### src/rtl/sec_counter.sv
// Seconds counter 00..59 advanced by a DIV-cycle prescaler, with sync clear/load and pulse flags.
// Digits, carry_out and ld_err are registered (1-cycle latency); tick is combinational from pcnt/en.
module sec_counter #(
  parameter int unsigned DIV = 4
) (
  input  logic       clk,
  input  logic       reset,
  input  logic       en,
  input  logic       clr,
  input  logic       load,
  input  logic [3:0] ld_units,
  input  logic [2:0] ld_tens,
  output logic [3:0] units,
  output logic [2:0] tens,
  output logic       tick,
  output logic       carry_out,
  output logic       ld_err
);

  localparam int unsigned PW = (DIV > 1) ? $clog2(DIV) : 1;
  localparam logic [PW-1:0] PMAX = PW'(DIV - 1);

  logic [PW-1:0] pcnt;
  logic [PW-1:0] pcnt_nxt;
  logic [3:0]    units_nxt;
  logic [2:0]    tens_nxt;
  logic          carry_nxt;
  logic          ld_err_nxt;
  logic          ld_ok;

  assign tick  = en && (pcnt == PMAX);
  assign ld_ok = (ld_units <= 4'd9) && (ld_tens <= 3'd5);

  // Priority: clr > load > tick > hold. Any load restarts the prescaler, valid or not.
  always_comb begin
    pcnt_nxt   = pcnt;
    units_nxt  = units;
    tens_nxt   = tens;
    carry_nxt  = 1'b0;
    ld_err_nxt = 1'b0;
    if (clr) begin
      pcnt_nxt  = '0;
      units_nxt = '0;
      tens_nxt  = '0;
    end else if (load) begin
      pcnt_nxt = '0;
      if (ld_ok) begin
        units_nxt = ld_units;
        tens_nxt  = ld_tens;
      end else begin
        ld_err_nxt = 1'b1;
      end
    end else if (en) begin
      if (tick) begin
        pcnt_nxt = '0;
        if (units < 4'd9) begin
          units_nxt = units + 4'd1;
        end else begin
          units_nxt = '0;
          if (tens < 3'd5) begin
            tens_nxt = tens + 3'd1;
          end else begin
            tens_nxt  = '0;
            carry_nxt = 1'b1;
          end
        end
      end else begin
        pcnt_nxt = pcnt + PW'(1);
      end
    end
  end

  always_ff @(posedge clk or posedge reset) begin
    if (reset) begin
      pcnt      <= '0;
      units     <= '0;
      tens      <= '0;
      carry_out <= 1'b0;
      ld_err    <= 1'b0;
    end else begin
      pcnt      <= pcnt_nxt;
      units     <= units_nxt;
      tens      <= tens_nxt;
      carry_out <= carry_nxt;
      ld_err    <= ld_err_nxt;
    end
  end

  a_digit_range: assert property (@(posedge clk) disable iff (reset) (units <= 4'd9) && (tens <= 3'd5));
  a_pulse_excl:  assert property (@(posedge clk) disable iff (reset) !(carry_out && ld_err));

endmodule

### config.mk
export PLATFORM = sky130hd
export DESIGN_NAME = sec_counter
export DESIGN_NICKNAME = d
export VERILOG_FILES = /design/src/rtl/sec_counter.sv
export SDC_FILE = /design/constraint.sdc
export NUM_CORES = 1
export LEC_CHECK = 0
export ABC_CLOCK_PERIOD_IN_PS = 2150
export CAP_MARGIN = 20
export CELL_PAD_IN_SITES_DETAIL_PLACEMENT = 0
export CELL_PAD_IN_SITES_GLOBAL_PLACEMENT = 1
export CORE_MARGIN = 3
export CORE_UTILIZATION = 33
export CTS_CLUSTER_DIAMETER = 30
export DETAILED_ROUTE_END_ITERATION = 7
export PLACE_DENSITY = 0.88
export SLEW_MARGIN = 20
export SYNTH_ARGS = -nofsm -noshare
export SYNTH_HDL_FRONTEND = slang
export SYNTH_SLANG_ARGS = --single-unit
### constraint.sdc
create_clock -name clk -period 2.15 [get_ports clk]
set_clock_uncertainty 0.2 [all_clocks]
set_input_delay 0.43 -clock clk [delete_from_list [all_inputs] [get_ports clk]]
set_output_delay 0.43 -clock clk [all_outputs]
set_load 0.005 [all_outputs]
==> results of run 1 <==
[final cells by class]
type | count | area (um^2) | share of cell area, %
Sequential cell | 11 | 275.3 | 27.53
Multi-Input combinational cell | 51 | 376.6 | 37.67
Timing Repair Buffer | 29 | 271.5 | 27.16
Clock buffer | 4 | 26.28 | 2.628
Tap cell | 25 | 31.28 | 3.129
Inverter | 5 | 18.77 | 1.877
[worst min path at each step]
stage / start / endpoint / slack (ns)
after floorplan: reset / carry_out / 0.08
after global placement: units[2] / units[2] / 0.33
after detailed placement: units[2] / units[2] / 0.33
after CTS: reset / carry_out / 0.28
after global routing: reset / carry_out / 0.31
final: reset / carry_out / 0.27
[where the power goes]
| group | internal (mW) | switching [mW] | total, mW |
|---|---|---|---|
| Clock | 0.0716 | 0.0696 | 0.141 |
| Combinational | 0.0913 | 0.0732 | 0.165 |
| Sequential | 0.226 | 0.0214 | 0.247 |
[cell families after synthesis]
logic type	after synthesis	share of synthesized area [%]
flip-flops	11	40.07
AND/OR/NAND/NOR	22	18.76
adder cells (fa/ha/maj)	4	7.286
buffers and inverters	8	5.829
AO/OA/AOI/OAI	25	28.05
[timing repair]
action / in CTS / in global routing
hold buffers: 0 / 0
gates resized for setup: 3 / 1
setup buffers: 0 / 2
pin swaps: 0 / 1
setup endpoints to repair: 1 / 1
[layer usage]
metal / vias to the layer above / share of wire (%) / global-route usage, %
li1: 328 / - / -
met1: 313 / 47 / 19.22
met2: 14 / 48 / 22.25
met3: 2 / 4.4 / 4.871
met4: 0 / 0.73 / 2.620
met5: - / 0 / 0
[sequential cells by signal, summed over array words and instances (netlist names)]
register	cells
carry_out	1
ld_err	1
pcnt	2
tens	3
units	4
[metrics by stage]
stage / area [um^2] / total power [mW] / instances
after global placement: 952.2 / 0.4117 / 119
final: 999.7 / 0.5530 / 125
after detailed placement: 952.2 / 0.4142 / 119
after CTS: 982.2 / 0.5598 / 123
after floorplan: 686.9 / 0.3324 / 70
after global routing: 999.7 / 0.5935 / 125
[worst register-to-register path: stages (launching register included)]
cell and delay [ns]:
dfrtp_1 0.39, ha_2 0.21, and3b_1 0.18, a311oi_2 0.25, buf_4 0.25, o21ai_1 0.11, o41ai_1 0.08
[placed cells by master (no fill, tap or decap), drive strengths merged]
cell type | synthesis | final
a221oi | 2 | 2
inv | 5 | 5
clkbuf | 0 | 4
nor2 | 2 | 2
a311oi | 3 | 3
dlygate4sd2 | 0 | 1
nand4 | 1 | 1
nand2b | 2 | 2
a21oi | 6 | 6
a21boi | 2 | 2
buf | 3 | 8
nor3 | 4 | 4
nand2 | 3 | 3
and2b | 1 | 1
nor3b | 2 | 2
and3b | 2 | 2
dlymetal6s2s | 0 | 1
nor4 | 1 | 1
nor2b | 3 | 3
ha | 4 | 4
o31ai | 1 | 1
o41ai | 5 | 5
clkdlybuf4s50 | 0 | 19
a22oi | 1 | 1
and2 | 1 | 1
o21ai | 4 | 4
a211oi | 1 | 1
dfrtp | 11 | 11
==> key figures, run 1 <==
Critical path
  – Worst path max stage delay: 0.55 ns
  – Worst EP arrival: 1.30 ns
  – Worst Path Required: 1.52 ns
  – Kind of end point of the critical path: output pin
  – Crit path from: units[3]
  – Reg-to-reg startpoint: pcnt[1]
  – CP bufs+invs: 1
  – Critical-path cell list: clkdlybuf4s50_1
  – CP delay by family, top: buffers and inverters
  – Critical Path End: units[3]
  – Reg2reg end: tens[0]
  – CP Launch Type: flop
  – Levels on crit path: 1
  – Worst Reg-to-Reg Cells: 6
  – Crit-path slowest cell: clkdlybuf4s50_1
  – Crit Path Category: reg2out
  – R2R setup slack: 0.37 ns
  – Worst-path fanout max: 8

Die
  – Core Footprint: 0.001839 mm^2
  – DIE WIDTH: 51.63 um
  – Die area: 0.002665 mm^2
  – # IOs: 22
  – Initial Util: 37.35%
  – Vert. Die Dim: 51.63 um
  – Row Count: 15

Clocking
  – CTS clock-pin slew for the worst setup and hold paths: 0.08 ns
  – Num CTS Buffers: 3
  – Clock buffer depth: 2
  – Root Buffer: clkbuf_4
  – H-Tree Depth: 1
  – Clock latency on the worst-skew pair: 0.26 ns
  – Clk sink count: 11
  – CTS tree: yes

Global route
  – Largest net degree at the start of global routing: 15
  – Vias in the first global route: 616
  – First-pass GRT wire length: 2829 um
  – Grt ovf: 0
  – GRT Resource Usage Total: 14.27%
  – Initial antenna violation count: 0

STA
  – Setup TNS: 0 ns
  – Setup Viol. Count Final: 0
  – Final Hold Viols: 0
  – F_max: 0.5188 GHz
  – Worst rel slew slack: 72.04%
  – RSZ-0062 raised after global routing: no
  – Tmin final: 1.927 ns
  – Final slew viol count: 0
  – WHS: 0.2651 ns
  – Post-layout worst setup margin: 0.2226 ns
  – Final period util: 89.65%
  – Slew @ Worst Pin: 0.4190 ns

Layout
  – Nets: 117
  – Fillcell total: 195
  – Layout cells sized above 1: 17.00%
  – Diodes inserted: 0
  – P&R area growth vs syn: 45.54%
  – Layout Utilization: 54.35%

Worst hold path
  – Tightest Hold Check Type: in2async

Route
  – Vias: 657
  – Via density per instance: 5.256
  – DRC: 0
  – Post-DRT Antenna Nets: 0
  – Routed len/inst: 14.15 um
  – Detailed Route WL: 1769 um
  – DRT Pass-1 Iters: 4
  – Drt initial violations: 11

Placed design
  – GPL Wtd Cong: 0.7533
  – Port bufs: 21
  – Setup WS pre-CTS: -0.06836 ns
  – DP Wirelength: 1267 um

Yosys
  – Async set-or-reset flop fraction in the synthesized netlist: 100.0%
  – EDFF count, synth: 0
  – Cell accounting for the most synthesized area: dfrtp_1
  – Count leader, synth: dfrtp_1
  – Syn Nets: 86
  – Post-synth top flop: dfrtp_1
  – Largest cells by area after synthesis: dfrtp_1 (40%), ha_1 (7.3%), o41ai_1 (6.4%)
  – FF+latch count, synth: 11
  – Synth Instances: 70
  – YS warnings: 0
  – Yosys top cell area share: 40.07%
  – Post-synthesis sequential area ratio: 40.07%
  – Mean post-synth cell area: 9.813 um^2
  – Syn Std Cell Area: 686.9 um^2
  – Post-synth top cells: dfrtp_1 (11), inv_1 (5), o41ai_1 (5)
  – Synth cell types: 29

Power
  – Pwr/cell area: 553.1 mW/mm^2
  – Leak: 0.4445 nW
  – Worst vdd ir: 0.0004367 V

Status
  – Status: finished, final reports clean

Run
  – Max-cap violation count: 0
Power figures use the tool's default switching activity.
==> run 2, diff against run 1 <==
--- a/config.mk
+++ b/config.mk
@@ -10,10 +10,12 @@
 export CELL_PAD_IN_SITES_DETAIL_PLACEMENT = 0
 export CELL_PAD_IN_SITES_GLOBAL_PLACEMENT = 1
 export CORE_MARGIN = 3
-export CORE_UTILIZATION = 33
+export CORE_UTILIZATION = 35
+export CTS_BUF_LIST = sky130_fd_sc_hd__clkbuf_4
 export CTS_CLUSTER_DIAMETER = 30
 export DETAILED_ROUTE_END_ITERATION = 7
-export PLACE_DENSITY = 0.88
+export GPL_ROUTABILITY_DRIVEN = 0
+export PLACE_DENSITY = 0.92
 export SLEW_MARGIN = 20
 export SYNTH_ARGS = -nofsm -noshare
 export SYNTH_HDL_FRONTEND = slang
==> key figures, run 2 (synthesis results as in run 1) <==
Status
  – Status: finished, final reports clean

Layout
  – Diodes inserted: 0 (unchanged)
  – Biggest register: units
  – Finished Layout Cells: 125 (unchanged)
  – Layout cells sized above 1: 18.00% (+1.0 points)
  – Largest register FFs: 4 (unchanged)
  – Fillcell total: 157 (-19%)
  – Multi-input gate area: 386.6 um^2 (+2.7%)
  – Commonest non-fill, non-tap cell in the layout: clkdlybuf4s50_1
  – Sequential Area: 275.3 um^2 (unchanged)
  – Biggest regs: units x4, tens x3, pcnt x2
  – Most frequent cells in the layout: clkdlybuf4s50_1 (20), dfrtp_1 (11), buf_4 (8)
  – P&R area growth vs syn: 47.18%
  – Nets: 117 (unchanged)

Global route
  – Grt ovf: 0 (unchanged)
  – First-pass GRT wire length: 2732 um (-3.4%)
  – Vias in the first global route: 614 (-0.32%)
  – Largest net degree at the start of global routing: 12 (-3)
  – GRT Resource Usage Total: 14.16% (-0.11 points)
  – Initial antenna violation count: 0 (unchanged)

Clocking
  – H-Tree Depth: 1 (unchanged)
  – Post-CTS Hold Buffers: 0 (unchanged)
  – Clk sink count: 11 (unchanged)
  – Root Buffer: clkbuf_4
  – CTS tree: yes
  – Num CTS Buffers: 3 (unchanged)
  – Clock buffer depth: 2 (unchanged)
  – CTS clock-pin slew for the worst setup and hold paths: 0.07 ns (about the same)
  – Clock latency on the worst-skew pair: 0.27 ns (about the same)

Power
  – Register share of total power: 44.2% (-0.5 points)
  – Worst vdd ir: 0.0003116 V (-29%)
  – Clock power share: 26.4% (+0.8 points)
  – Leak: 0.4285 nW (-3.6%)
  – Pwr Total: 561.6 uW (+1.6%)
  – Internal: 403.9 uW (+3.9%)
  – Comb pwr share: 29.4% (-0.4 points)
  – Sw Share: 28.08% (-1.6 points)
  – Pwr/cell area: 555.5 mW/mm^2 (+0.42%)
  – P_sw: 157.7 uW (-4.0%)

STA
  – Worst rel slew slack: 72.52% (+0.49 points)
  – Tmin final: 2.088 ns (+0.1605 ns)
  – Slew @ Worst Pin: 0.4117 ns (-0.007290 ns)
  – Final slew viol count: 0 (unchanged)
  – RSZ-0062 raised after global routing: no
  – Setup Viol. Count Final: 0 (unchanged)
  – Final Hold Viols: 0 (unchanged)
  – F_max: 0.4789 GHz (-7.7%)
  – Final period util: 97.11% (+7.5 points)
  – Post-layout worst setup margin: 0.06208 ns (-0.1605 ns)

Die
  – Vert. Die Dim: 50.30 um (-2.6%)
  – Row Count: 15 (unchanged)
  – # IOs: 22 (unchanged)
  – Die area: 0.002530 mm^2 (-5.1%)
  – Initial Util: 38.53% (+1.2 points)
  – DIE WIDTH: 50.30 um (-2.6%)
  – Core Footprint: 0.001783 mm^2 (-3.1%)

Route
  – Post-DRT Antenna Nets: 0 (unchanged)
  – Detailed Route WL: 1590 um (-10%)
  – Vias: 656 (-0.15%)
  – Via density per instance: 5.248 (-0.15%)
  – DRC: 0 (unchanged)
  – Drt initial violations: 9 (-2)
  – DRT Pass-1 Iters: 4 (unchanged)
  – Routed len/inst: 12.72 um (-10%)

Critical path
  – Worst Path Required: 1.52 ns (about the same)
  – CP Launch Type: flop
  – Worst EP arrival: 1.46 ns (+0.16 ns)
  – Kind of end point of the critical path: output pin
  – Crit path from: pcnt[0]
  – Worst-path fanout max: 4 (-4)
  – Crit Path Category: reg2out
  – Reg-to-reg startpoint: pcnt[0]

Placed design
  – Setup WS pre-CTS: -0.05254 ns (+0.01582 ns)
  – Placed Instances: 121 (+1.7%)
  – DP Wirelength: 1265 um (-0.12%)
  – Port bufs: 21 (unchanged)

Worst hold path
  – Tightest Hold Check Type: in2async

Run
  – Max-cap violation count: 0 (unchanged)
[run 2: cell count changes in the layout (fill, tap and decap cells not counted)]
cell and change:
clkbuf_4 +1, ha_4 +1, dlymetal6s2s_1 -1, clkdlybuf4s50_1 +1
clkbuf_1 -1, ha_2 -1
[run 2: what timing repair did]
action                     in CTS  in global routing
resized for setup               2                  2
setup buffers                   0                  0
pin swaps                       0                  1
setup endpoints to repair       1                  1
[run 2: power by group through the flow]
stage / Combinational (mW) / Clock, mW / Sequential, mW
3_3_place_gp: 0.164 / 0 / 0.251
4_1_cts: 0.167 / 0.157 / 0.247
3_5_place_dp: 0.166 / 0 / 0.251
2_1_floorplan: 0.0832 / 0 / 0.249
5_1_grt: 0.185 / 0.165 / 0.252
6_report: 0.165 / 0.148 / 0.248
[run 2: per-stage QoR]
| step | util [%] | instance area (um^2) | setup TNS, ns | hold WS [ns] |
|---|---|---|---|---|
| 6_report | 56.70 | 1011 | 0 | 0.2499 |
| 5_1_grt | 56.70 | 1011 | 0 | 0.2720 |
| 4_1_cts | 56.00 | 998.5 | 0 | 0.2644 |
| 3_5_place_dp | 54.25 | 967.2 | -0.05254 | 0.3211 |
| 3_3_place_gp | 54.25 | 967.2 | -0.02364 | 0.3231 |
| 2_1_floorplan | - | 686.9 | 0 | 0.08244 |
[run 2: final cells by class]
| cell class | count | share of cell area, % |
|---|---|---|
| inverters | 5 | 1.856 |
| repair buffers | 29 | 26.61 |
| multi-input cells | 51 | 38.24 |
| well taps | 25 | 3.094 |
| clock buffers | 4 | 2.970 |
| flip-flops and latches | 11 | 27.23 |
[run 2: routing by layer]
layer  global-route usage (%)  wire, um
met1                    17.74       781
met2                    21.96       730
met3                    5.341        64
met4                    5.381        13
met5                        0         0
[run 2: worst max-delay path, stage by stage, from the launching register on]
cell and delay (ns):
dfrtp_1 0.41, ha_4 0.17, and2_4 0.14, clkdlybuf4s50_1 0.49
[run 2: final timing paths]
kind	to	slack (ns)	depth (start not counted)
worst max-delay path	tick	0.06	3
worst min-delay path	tens[2]	0.25	2
worst max register to register	units[1]	0.43	6
worst min register to register	units[2]	0.33	2
max in group asynchronous	pcnt[1]	1.21	2
min in group clk	units[2]	0.33	2
==> run 3, diff against run 2 <==
--- a/config.mk
+++ b/config.mk
@@ -15,7 +15,7 @@
 export CTS_CLUSTER_DIAMETER = 30
 export DETAILED_ROUTE_END_ITERATION = 7
 export GPL_ROUTABILITY_DRIVEN = 0
-export PLACE_DENSITY = 0.92
+export PLACE_DENSITY_LB_ADDON = 0.1
 export SLEW_MARGIN = 20
 export SYNTH_ARGS = -nofsm -noshare
 export SYNTH_HDL_FRONTEND = slang
==> key figures, run 3 (synthesis results as in run 1) <==
Status
  – Status: finished, final reports clean

Layout
  – Most frequent cells in the layout: clkdlybuf4s50_1 (19), dfrtp_1 (11), buf_4 (10)
  – Nets: 119 (+1.7%)
  – Largest register FFs: 4 (unchanged)
  – Commonest non-fill, non-tap cell in the layout: clkdlybuf4s50_1
  – Final Instance Area: 0.001018 mm^2 (+0.74%)
  – Multi-input gate area: 376.6 um^2 (-2.6%)
  – Layout cells sized above 1: 19.61% (+1.6 points)
  – Finished Layout Cells: 127 (+1.6%)
  – Biggest register: units
  – P&R area growth vs syn: 48.27%
  – Fillcell total: 170 (+8.3%)
  – Sequential Area: 275.3 um^2 (unchanged)
  – Biggest regs: units x4, tens x3, pcnt x2
  – Diodes inserted: 0 (unchanged)

Critical path
  – Worst Path Required: 1.52 ns (about the same)
  – Crit Path Category: reg2out
  – CP delay by family, top: buffers and inverters
  – Kind of end point of the critical path: output pin
  – Critical-path cell list: clkdlybuf4s50_1
  – Reg2reg end: tens[2]
  – Worst-path fanout max: 8 (+4)
  – CP Launch Type: flop
  – Worst path max stage delay: 0.55 ns (+0.06 ns)
  – CP bufs+invs: 1 (unchanged)
  – R2R setup slack: 0.40 ns (-0.03 ns)
  – Crit-path slowest cell: clkdlybuf4s50_1
  – Reg-to-reg startpoint: pcnt[1]
  – Worst EP arrival: 1.30 ns (-0.16 ns)
  – Worst Reg-to-Reg Cells: 6 (unchanged)

Global route
  – Met3 usage: 4.748% (-0.59 points)
  – GRT Resource Usage Total: 14.33% (+0.17 points)
  – Met1 Use GR: 20.07% (+2.3 points)
  – Vias in the first global route: 616 (+0.33%)
  – Largest net degree at the start of global routing: 12 (unchanged)
  – Top Usage Layer GRT: met2
  – Initial antenna violation count: 0 (unchanged)
  – First-pass GRT wire length: 2801 um (+2.5%)
  – Met2 Usage GRT: 21.52% (-0.43 points)
  – Grt ovf: 0 (unchanged)

Clocking
  – Num CTS Buffers: 3 (unchanged)
  – Clock latency on the worst-skew pair: 0.27 ns (about the same)
  – H-Tree Depth: 1 (unchanged)
  – Root Buffer: clkbuf_4
  – Post-CTS Hold Buffers: 0 (unchanged)
  – CTS tree: yes
  – CTS clock-pin slew for the worst setup and hold paths: 0.07 ns (about the same)
  – Clk sink count: 11 (unchanged)
  – Clock buffer depth: 2 (unchanged)

Power
  – Sw Share: 29.00% (+0.92 points)
  – P_sw: 165.2 uW (+4.7%)
  – Internal: 404.3 uW (+0.10%)
  – Comb pwr share: 29.3% (about the same)
  – Clock power share: 27.2% (+0.8 points)
  – Pwr Total: 569.5 uW (+1.4%)
  – Worst vdd ir: 0.0004141 V (+33%)
  – Leak: 0.4576 nW (+6.8%)
  – Register share of total power: 43.5% (-0.7 points)
  – Pwr/cell area: 559.1 mW/mm^2 (+0.66%)

Route
  – Routed len/inst: 13.06 um (+2.7%)
  – Drt initial violations: 7 (-2)
  – Post-DRT Antenna Nets: 0 (unchanged)
  – Vias: 657 (+0.15%)
  – DRC: 0 (unchanged)
  – DRT Pass-1 Iters: 4 (unchanged)
  – Via density per instance: 5.173 (-1.4%)
  – Detailed Route WL: 1659 um (+4.3%)

STA
  – Worst rel slew slack: 71.32% (-1.2 points)
  – F_max: 0.5169 GHz (+7.9%)
  – RSZ-0062 raised after global routing: no
  – Slew @ Worst Pin: 0.4298 ns (+0.01805 ns)
  – Final period util: 89.97% (-7.1 points)
  – Setup Viol. Count Final: 0 (unchanged)
  – Final Hold Viols: 0 (unchanged)
  – Tmin final: 1.934 ns (-0.1535 ns)
  – Post-layout worst setup margin: 0.2155 ns (+0.1535 ns)
  – WHS: 0.2494 ns (-0.0005130 ns)
  – Final slew viol count: 0 (unchanged)

Worst hold path
  – Tightest Hold Check Type: in2async

Placed design
  – Area of placed instances: 967.2 um^2 (unchanged)
  – Port bufs: 21 (unchanged)
  – DP Wirelength: 1304 um (+3.1%)
  – Placed Instances: 121 (unchanged)
  – Setup WS pre-CTS: -0.05179 ns (+0.0007529 ns)

Die
  – Initial Util: 38.53% (unchanged)
  – Die area: 0.002530 mm^2 (unchanged)
  – Vert. Die Dim: 50.30 um (unchanged)
  – # IOs: 22 (unchanged)
  – Row Count: 15 (unchanged)
  – DIE WIDTH: 50.30 um (unchanged)
  – Core Footprint: 0.001783 mm^2 (unchanged)

Run
  – Max-cap violation count: 0 (unchanged)
-- run 3: how the worst max path moves through the flow --
stage | cells after the start | slack, ns | to | from
3_3_place_gp | 3 | -0.04 | tick | en
3_5_place_dp | 3 | -0.05 | tick | en
2_1_floorplan | 6 | 0.39 | tens[2] | pcnt[0]
4_1_cts | 3 | 0.01 | tick | pcnt[0]
5_1_grt | 6 | 0.15 | units[1] | load
6_report | 1 | 0.22 | units[3] | units[3]
-- run 3: layer usage --
| layer | part of all wire (%) | routed length (um) | vias up |
|---|---|---|---|
| li1 | - | - | 335 |
| met4 | 0 | 0 | 0 |
| met2 | 46 | 764 | 17 |
| met3 | 6.0 | 100 | 0 |
| met5 | 0 | 0 | - |
| met1 | 48 | 795 | 305 |
-- run 3: power by group through the flow --
stage | combinational (mW) | clock [mW] | sequential [mW]
finish | 0.167 | 0.155 | 0.248
CTS | 0.167 | 0.162 | 0.248
floorplan | 0.0832 | 0 | 0.249
global placement | 0.166 | 0 | 0.251
global route | 0.185 | 0.176 | 0.251
detailed placement | 0.167 | 0 | 0.251
-- run 3: layout make-up --
| type | instances | area share [%] |
|---|---|---|
| inverters | 5 | 1.843 |
| well taps | 25 | 3.071 |
| clock buffers | 4 | 2.948 |
| flip-flops and latches | 11 | 27.03 |
| repair buffers | 31 | 28.13 |
| multi-input cells | 51 | 36.98 |
-- run 3: repair_timing --
| action | 4_1_cts | 5_1_grt |
|---|---|---|
| pin swaps | 0 | 1 |
| endpoints found under the setup margin | 1 | 1 |
| cloned | 0 | 0 |
| buffers inserted | 0 | 2 |
| resized for setup | 3 | 1 |
-- run 3: metrics by stage --
stage                     utilization [%]  TNS [ns]
after global placement              54.25   -0.1358
after CTS                           56.14         0
after global routing                57.12         0
final                               57.12         0
after detailed placement            54.25  -0.06122
after floorplan                         -         0
